--- src/rtl/dfm_result_arbiter.sv ---
// -----------------------------------------------------------------------------
// dfm_result_arbiter
//
// Purpose:
//   Serialises results from NUM_CH frequency-measure channels onto the single
//   regfile write port. Each channel owns a one-entry holding slot, so results
//   that arrive together are queued rather than lost. A round-robin arbiter
//   drains the slots at up to one write per cycle. Grants are held off while
//   the control path owns the regfile (wr_stall_i).
//
// Parameters:
//   NUM_CH    - number of measurement channels (2..16)
//   DATA_W    - result width in bits
//   OVWR_MODE - full-slot policy: 0 keeps the held value, 1 overwrites it
//   CH_W      - derived width of a channel index
//
// Ports:
//   sys_clk        in   system clock
//   sys_rst_n      in   asynchronous active-low reset
//   raw_wr_en_i    in   [NUM_CH]         per-channel result-valid pulse
//   raw_wr_data_i  in   [NUM_CH*DATA_W]  results, channel i at [i*DATA_W +: DATA_W]
//   wr_stall_i     in   regfile busy; no new grant while high
//   ovf_clr_i      in   [NUM_CH]         per-channel sticky overflow clear
//   reg_wr_en_o    out  regfile write strobe (1-cycle pulse)
//   reg_wr_data_o  out  [DATA_W]         write data, valid with reg_wr_en_o
//   reg_wr_ch_o    out  [CH_W]           source channel of current write
//   pending_o      out  [NUM_CH]         slot-occupied flags
//   ovf_o          out  [NUM_CH]         sticky per-channel overflow flags
// -----------------------------------------------------------------------------
module dfm_result_arbiter #(
    parameter  int NUM_CH    = 5,
    parameter  int DATA_W    = 64,
    parameter  int OVWR_MODE = 0,
    localparam int CH_W      = (NUM_CH > 1) ? $clog2(NUM_CH) : 1
) (
    input  logic                     sys_clk,
    input  logic                     sys_rst_n,
    input  logic [NUM_CH-1:0]        raw_wr_en_i,
    input  logic [NUM_CH*DATA_W-1:0] raw_wr_data_i,
    input  logic                     wr_stall_i,
    input  logic [NUM_CH-1:0]        ovf_clr_i,
    output logic                     reg_wr_en_o,
    output logic [DATA_W-1:0]        reg_wr_data_o,
    output logic [CH_W-1:0]          reg_wr_ch_o,
    output logic [NUM_CH-1:0]        pending_o,
    output logic [NUM_CH-1:0]        ovf_o
);

    // One extra bit so rr_ptr + offset never overflows before the wrap test.
    localparam logic [CH_W:0]   NUM_CH_X = (CH_W + 1)'(NUM_CH);
    localparam logic [CH_W-1:0] LAST_CH  = CH_W'(NUM_CH - 1);

    logic [DATA_W-1:0] slot_data_q [NUM_CH];
    logic [DATA_W-1:0] slot_data_d [NUM_CH];
    logic [NUM_CH-1:0] pending_q, pending_d;
    logic [NUM_CH-1:0] ovf_q, ovf_d;
    logic [NUM_CH-1:0] ovf_set;
    logic [CH_W-1:0]   rr_ptr_q, rr_ptr_d;

    logic              wr_en_q, wr_en_d;
    logic [DATA_W-1:0] wr_data_q, wr_data_d;
    logic [CH_W-1:0]   wr_ch_q, wr_ch_d;

    logic              gnt_vld;
    logic [CH_W-1:0]   gnt_idx;
    logic [NUM_CH-1:0] gnt_oh;
    logic [CH_W:0]     cand;

    // -------------------------------------------------------------------------
    // Round-robin arbiter.
    // Offsets are scanned from the farthest back to rr_ptr itself, so the
    // last hit written is the nearest pending slot at or after rr_ptr. This
    // avoids an early loop exit while giving the same priority order.
    // -------------------------------------------------------------------------
    always_comb begin
        gnt_vld = 1'b0;
        gnt_idx = '0;
        cand    = '0;
        if (!wr_stall_i) begin
            for (int k = NUM_CH - 1; k >= 0; k--) begin
                cand = {1'b0, rr_ptr_q} + (CH_W + 1)'(k);
                if (cand >= NUM_CH_X) begin
                    cand = cand - NUM_CH_X;
                end
                if (pending_q[cand[CH_W-1:0]]) begin
                    gnt_vld = 1'b1;
                    gnt_idx = cand[CH_W-1:0];
                end
            end
        end
    end

    always_comb begin
        gnt_oh = '0;
        if (gnt_vld) begin
            gnt_oh[gnt_idx] = 1'b1;
        end
    end

    always_comb begin
        rr_ptr_d = rr_ptr_q;
        if (gnt_vld) begin
            rr_ptr_d = (gnt_idx == LAST_CH) ? '0 : gnt_idx + 1'b1;
        end
    end

    // -------------------------------------------------------------------------
    // Holding slots.
    // A slot being drained this cycle counts as free, so a new result landing
    // on the grant cycle is captured without loss and without overflow.
    // -------------------------------------------------------------------------
    always_comb begin
        pending_d = pending_q;
        ovf_set   = '0;
        for (int i = 0; i < NUM_CH; i++) begin
            slot_data_d[i] = slot_data_q[i];
            if (raw_wr_en_i[i]) begin
                if (!pending_q[i] || gnt_oh[i]) begin
                    slot_data_d[i] = raw_wr_data_i[i*DATA_W +: DATA_W];
                    pending_d[i]   = 1'b1;
                end else begin
                    ovf_set[i] = 1'b1;
                    if (OVWR_MODE != 0) begin
                        slot_data_d[i] = raw_wr_data_i[i*DATA_W +: DATA_W];
                    end
                end
            end else if (gnt_oh[i]) begin
                pending_d[i] = 1'b0;
            end
        end
        // A new overflow in the same cycle as a clear must not be lost.
        ovf_d = ovf_set | (ovf_q & ~ovf_clr_i);
    end

    // -------------------------------------------------------------------------
    // Write-port register: strobe pulses for one cycle per grant, data and
    // channel keep their last values between writes.
    // -------------------------------------------------------------------------
    always_comb begin
        wr_en_d   = gnt_vld;
        wr_data_d = wr_data_q;
        wr_ch_d   = wr_ch_q;
        if (gnt_vld) begin
            wr_data_d = slot_data_q[gnt_idx];
            wr_ch_d   = gnt_idx;
        end
    end

    always_ff @(posedge sys_clk or negedge sys_rst_n) begin
        if (!sys_rst_n) begin
            pending_q <= '0;
            ovf_q     <= '0;
            rr_ptr_q  <= '0;
            wr_en_q   <= 1'b0;
            wr_data_q <= '0;
            wr_ch_q   <= '0;
            for (int i = 0; i < NUM_CH; i++) begin
                slot_data_q[i] <= '0;
            end
        end else begin
            pending_q <= pending_d;
            ovf_q     <= ovf_d;
            rr_ptr_q  <= rr_ptr_d;
            wr_en_q   <= wr_en_d;
            wr_data_q <= wr_data_d;
            wr_ch_q   <= wr_ch_d;
            for (int i = 0; i < NUM_CH; i++) begin
                slot_data_q[i] <= slot_data_d[i];
            end
        end
    end

    assign reg_wr_en_o   = wr_en_q;
    assign reg_wr_data_o = wr_data_q;
    assign reg_wr_ch_o   = wr_ch_q;
    assign pending_o     = pending_q;
    assign ovf_o         = ovf_q;

endmodule

--- config.mk ---
export PLATFORM = sky130hd
export DESIGN_NAME = dfm_result_arbiter
export DESIGN_NICKNAME = d
export VERILOG_FILES = /design/src/rtl/dfm_result_arbiter.sv
export SDC_FILE = /design/constraint.sdc
export NUM_CORES = 1
export LEC_CHECK = 0
export ABC_CLOCK_PERIOD_IN_PS = 5830
export CAP_MARGIN = 20
export CORE_MARGIN = 2
export CORE_UTILIZATION = 40
export DETAILED_ROUTE_END_ITERATION = 16
export MAX_ROUTING_LAYER = met4
export PLACE_DENSITY_LB_ADDON = 0.25
export SLEW_MARGIN = 20
export SYNTH_ARGS = -nofsm -noshare
export SYNTH_HDL_FRONTEND = slang
export SYNTH_SLANG_ARGS = --single-unit
--- constraint.sdc ---
create_clock -name sys_clk -period 5.83 [get_ports sys_clk]
set_input_delay 0.583 -clock sys_clk [delete_from_list [all_inputs] [get_ports sys_clk]]
set_output_delay 0.583 -clock sys_clk [all_outputs]
set_load 0.1 [all_outputs]
==> out/metrics.csv <==
metric,value,unit
setup_viol_count_final,0,
groute.usage.overall,23.7,%
synth-warning-count,0,
ys_seq_area_share,54.5,%
syn-cell-area,18400,um^2
ir_worst_vdd,0.440,mV
drtIter0Drc,870,
hpwl,37000,um
cts.root.buffer_cell,clkbuf_16,
htree_levels,2,
grt.overflow.total,0,
clock-sinks,401,
cts.repair_timing.setup_buffer_count,0,
grt_pass1_vias,13700,
worst_setup_hold_path_clk_slew,0.06,ns
hold_class,in -> async,
unrepaired_setup_endpoints_after_global_routing,no,
kind_of_capture_point_of_the_worst_setup_path,register,
io_pins,411,
gp_congestion,0.858,
setup_total_negative_slack,0,ns
fillerInstances,3842,
fmaxAchievable,205,MHz
cts.path.max_buffers,3,
critical_path.max_fanout,64,
max_stage_delay,0.79,ns
die_width,219,um
grt_antenna_before_repair,19,
fp.dieArea,47800,um^2
hold-worst-slack,0.0339,ns
ant_nets,0,
yosys_register_bits,401,
cts_resized,0,
synthDistinctLibCells,70,
timing.max_cap.violations,0,
placement.io_buffers,410,
asyncSetResetFlopFracSynth,100,%
multi_input_logic_area,7910,um^2
avgSynthCellArea,13.5,um^2
fin_crit,4.88,ns
cts-hold-fix-buffers,0,
timing.final.hold_violations,0,
syn2layout_area_growth,34.1,%
wire_length_of_the_first_global_routing_pass,83000,um
worst-setup-path-type,reg -> reg,
crit_path_top_delay_cell,nand3_4,
floorplan.core_area,45400,um^2
cts_tree,built,
instances_no_fill,2396,
count_of_mapped_cells_out_of_synthesis,1362,
initial_core_utilization,40.6,%
timing.slew.headroom,21.9,%
drtPass1Iterations,4,
synth_edf_count,0,
p_leak,0.0106,uW
place_inst,2297,
cts_buffers,45,
slew_viol_final,0,
status,"finished, final reports clean",
later_pin_clock_latency_in_the_skew_report,0.56,ns
cp_data_arrival_time,5.26,ns
routed_via_density,5.40,
worst_setup_path_start_kind,register,
finalClockSkew,0.0148,ns
drcViolationCount,0,
vias,12900,
cp.required,6.21,ns
synth_flop_cell,dfrtp_1,
cp_cell_sequence,"ha_1, inv_1, fa_1, inv_1, a211oi_1, o2111a_1, a211oi_1, a41o_4, buf_4, inv_2, nand3_4, o22ai_1",
grt_max_degree,153,
ff_latch_area,10000,um^2
tightest_slew,1.17,ns
power-per-cell-area,735,nW/um^2
dieHeight,219,um
routed_wire_length_per_instance,23.2,um
drive_above_1_share,25.2,%
postSynthNetCount,1707,
row_count,78,
final.period_utilization,83.7,%
routed_wl,55500,um
finish.net_count,2089,
==> layer usage <==
layer | GRT usage, % | part of all wire [%] | up-vias | routed length [um]
met5 | - | 0 | - | 0
met4 | 8.59 | 2.8 | 0 | 1570
met3 | 6.72 | 7.6 | 85 | 4240
met2 | 37.8 | 49 | 405 | 27200
met1 | 28.7 | 40 | 6601 | 22500
li1 | - | - | 5840 | -
==> kinds of logic after synthesis <==
logic type	Yosys count	share of synthesized area (%)
AOI/OAI and AO/OA	221	9.94
buffers and inverters	115	3.00
and+or+nand+nor	152	3.78
adders and majority gates	12	0.856
DFF	401	54.5
muxes	456	27.7
xor gates and xnor gates	5	0.238
==> flip-flops by register name (all words and copies together) (netlist names) <==
register       flops
reg_wr_data_o     64
pending_o          5
reg_wr_en_o        1
rr_ptr_q           3
slot_data_q      320
reg_wr_ch_o        3
ovf_o              5
==> critical path: cells and delay by family (launching register included) <==
family          cells  cell delay, ns
flops               1            0.56
simple gates        1            0.79
compound gates      5            1.50
buf+inv             4            0.96
fa+ha+maj           2            0.82
==> worst paths after layout <==
kind / start / endpoint / slack, ns / cells past startpoint
max: rr_ptr_q[1] / reg_wr_data_o[62] / 0.95 / 12
min: sys_rst_n / slot_data_q[51] / 0.03 / 1
max reg2reg: rr_ptr_q[1] / reg_wr_data_o[62] / 0.95 / 12
min reg2reg: reg_wr_ch_o[1] / reg_wr_ch_o[1] / 0.48 / 2
max in group asynchronous: sys_rst_n / slot_data_q[161] / 4.42 / 2
min in group sys_clk: reg_wr_ch_o[1] / reg_wr_ch_o[1] / 0.48 / 2
==> power by group <==
part           internal (uW)  total, uW  switching, uW
combinational           4170      10200           6050
clock                   1760       2880           1120
sequential              4240       5040            804
total                  10200      18100           7980
==> cells in the mapped netlist (9+ instances only) <==
master / number / area share, %
a221oi_1: 43 / 2.0
nand2_1: 24 / 0.49
mux2i_1: 69 / 3.7
o22ai_1: 69 / 2.3
a221oi_2: 24 / 2.0
ha_1: 11 / 0.75
clkbuf_1: 33 / 0.67
dfrtp_1: 401 / 54
buf_2: 42 / 1.1
mux2_4: 9 / 0.73
nand3_1: 12 / 0.33
inv_1: 17 / 0.35
mux2_2: 297 / 18
mux2_1: 79 / 4.8
nor2_1: 76 / 1.5
a21oi_1: 14 / 0.38
nand2b_1: 10 / 0.34
o21ai_0: 15 / 0.41
==> layout make-up <==
cell class	instances	share of cell area [%]
Antenna cell	19	0.193
Timing Repair Buffer	430	17.6
Clock inverter	9	0.441
Clock buffer	71	5.77
Inverter	20	0.324
Sequential cell	401	40.6
Tap cell	600	3.04
Multi-Input combinational cell	846	32.0
==> layout by cell type, fill, tap and decap left out, types with 3 or more instances in the layout <==
master             n
a21o_1             4
clkinv_2           5
a211o_1            5
dfrtp_1          401
a211oi_1           7
ha_1              11
clkbuf_1           7
mux2_2           297
mux2_1            79
o2111ai_1          4
o22ai_1           69
mux2_4             9
nand2b_1          10
clkbuf_16         46
o21ai_0           15
xnor2_1            4
diode_2           19
nand3_1           11
nor2_1            75
nand2_1           24
nor2b_1            6
a221oi_2          24
inv_1             17
buf_4             14
nor3_1             3
clkdlybuf4s50_1  409
or3_1              3
mux2i_1           69
buf_12             6
a221oi_1          43
a21oi_1           14
and2_1             3
a22oi_1            3
clkbuf_8          18
and3_1             4
==> stage by stage <==
| step | utilization [%] | total power [uW] | instance area (um^2) | worst slack, ns |
|---|---|---|---|---|
| floorplan | - | 12700 | 18400 | 1.77 |
| global placement | 50.9 | 15200 | 23100 | 0.982 |
| global route | 54.4 | 19100 | 24700 | 0.642 |
| CTS | 54.3 | 18300 | 24600 | 0.977 |
| detailed placement | 50.9 | 15300 | 23100 | 0.996 |
| finish | 54.4 | 18100 | 24700 | 0.952 |
Power figures use the tool's default switching activity.
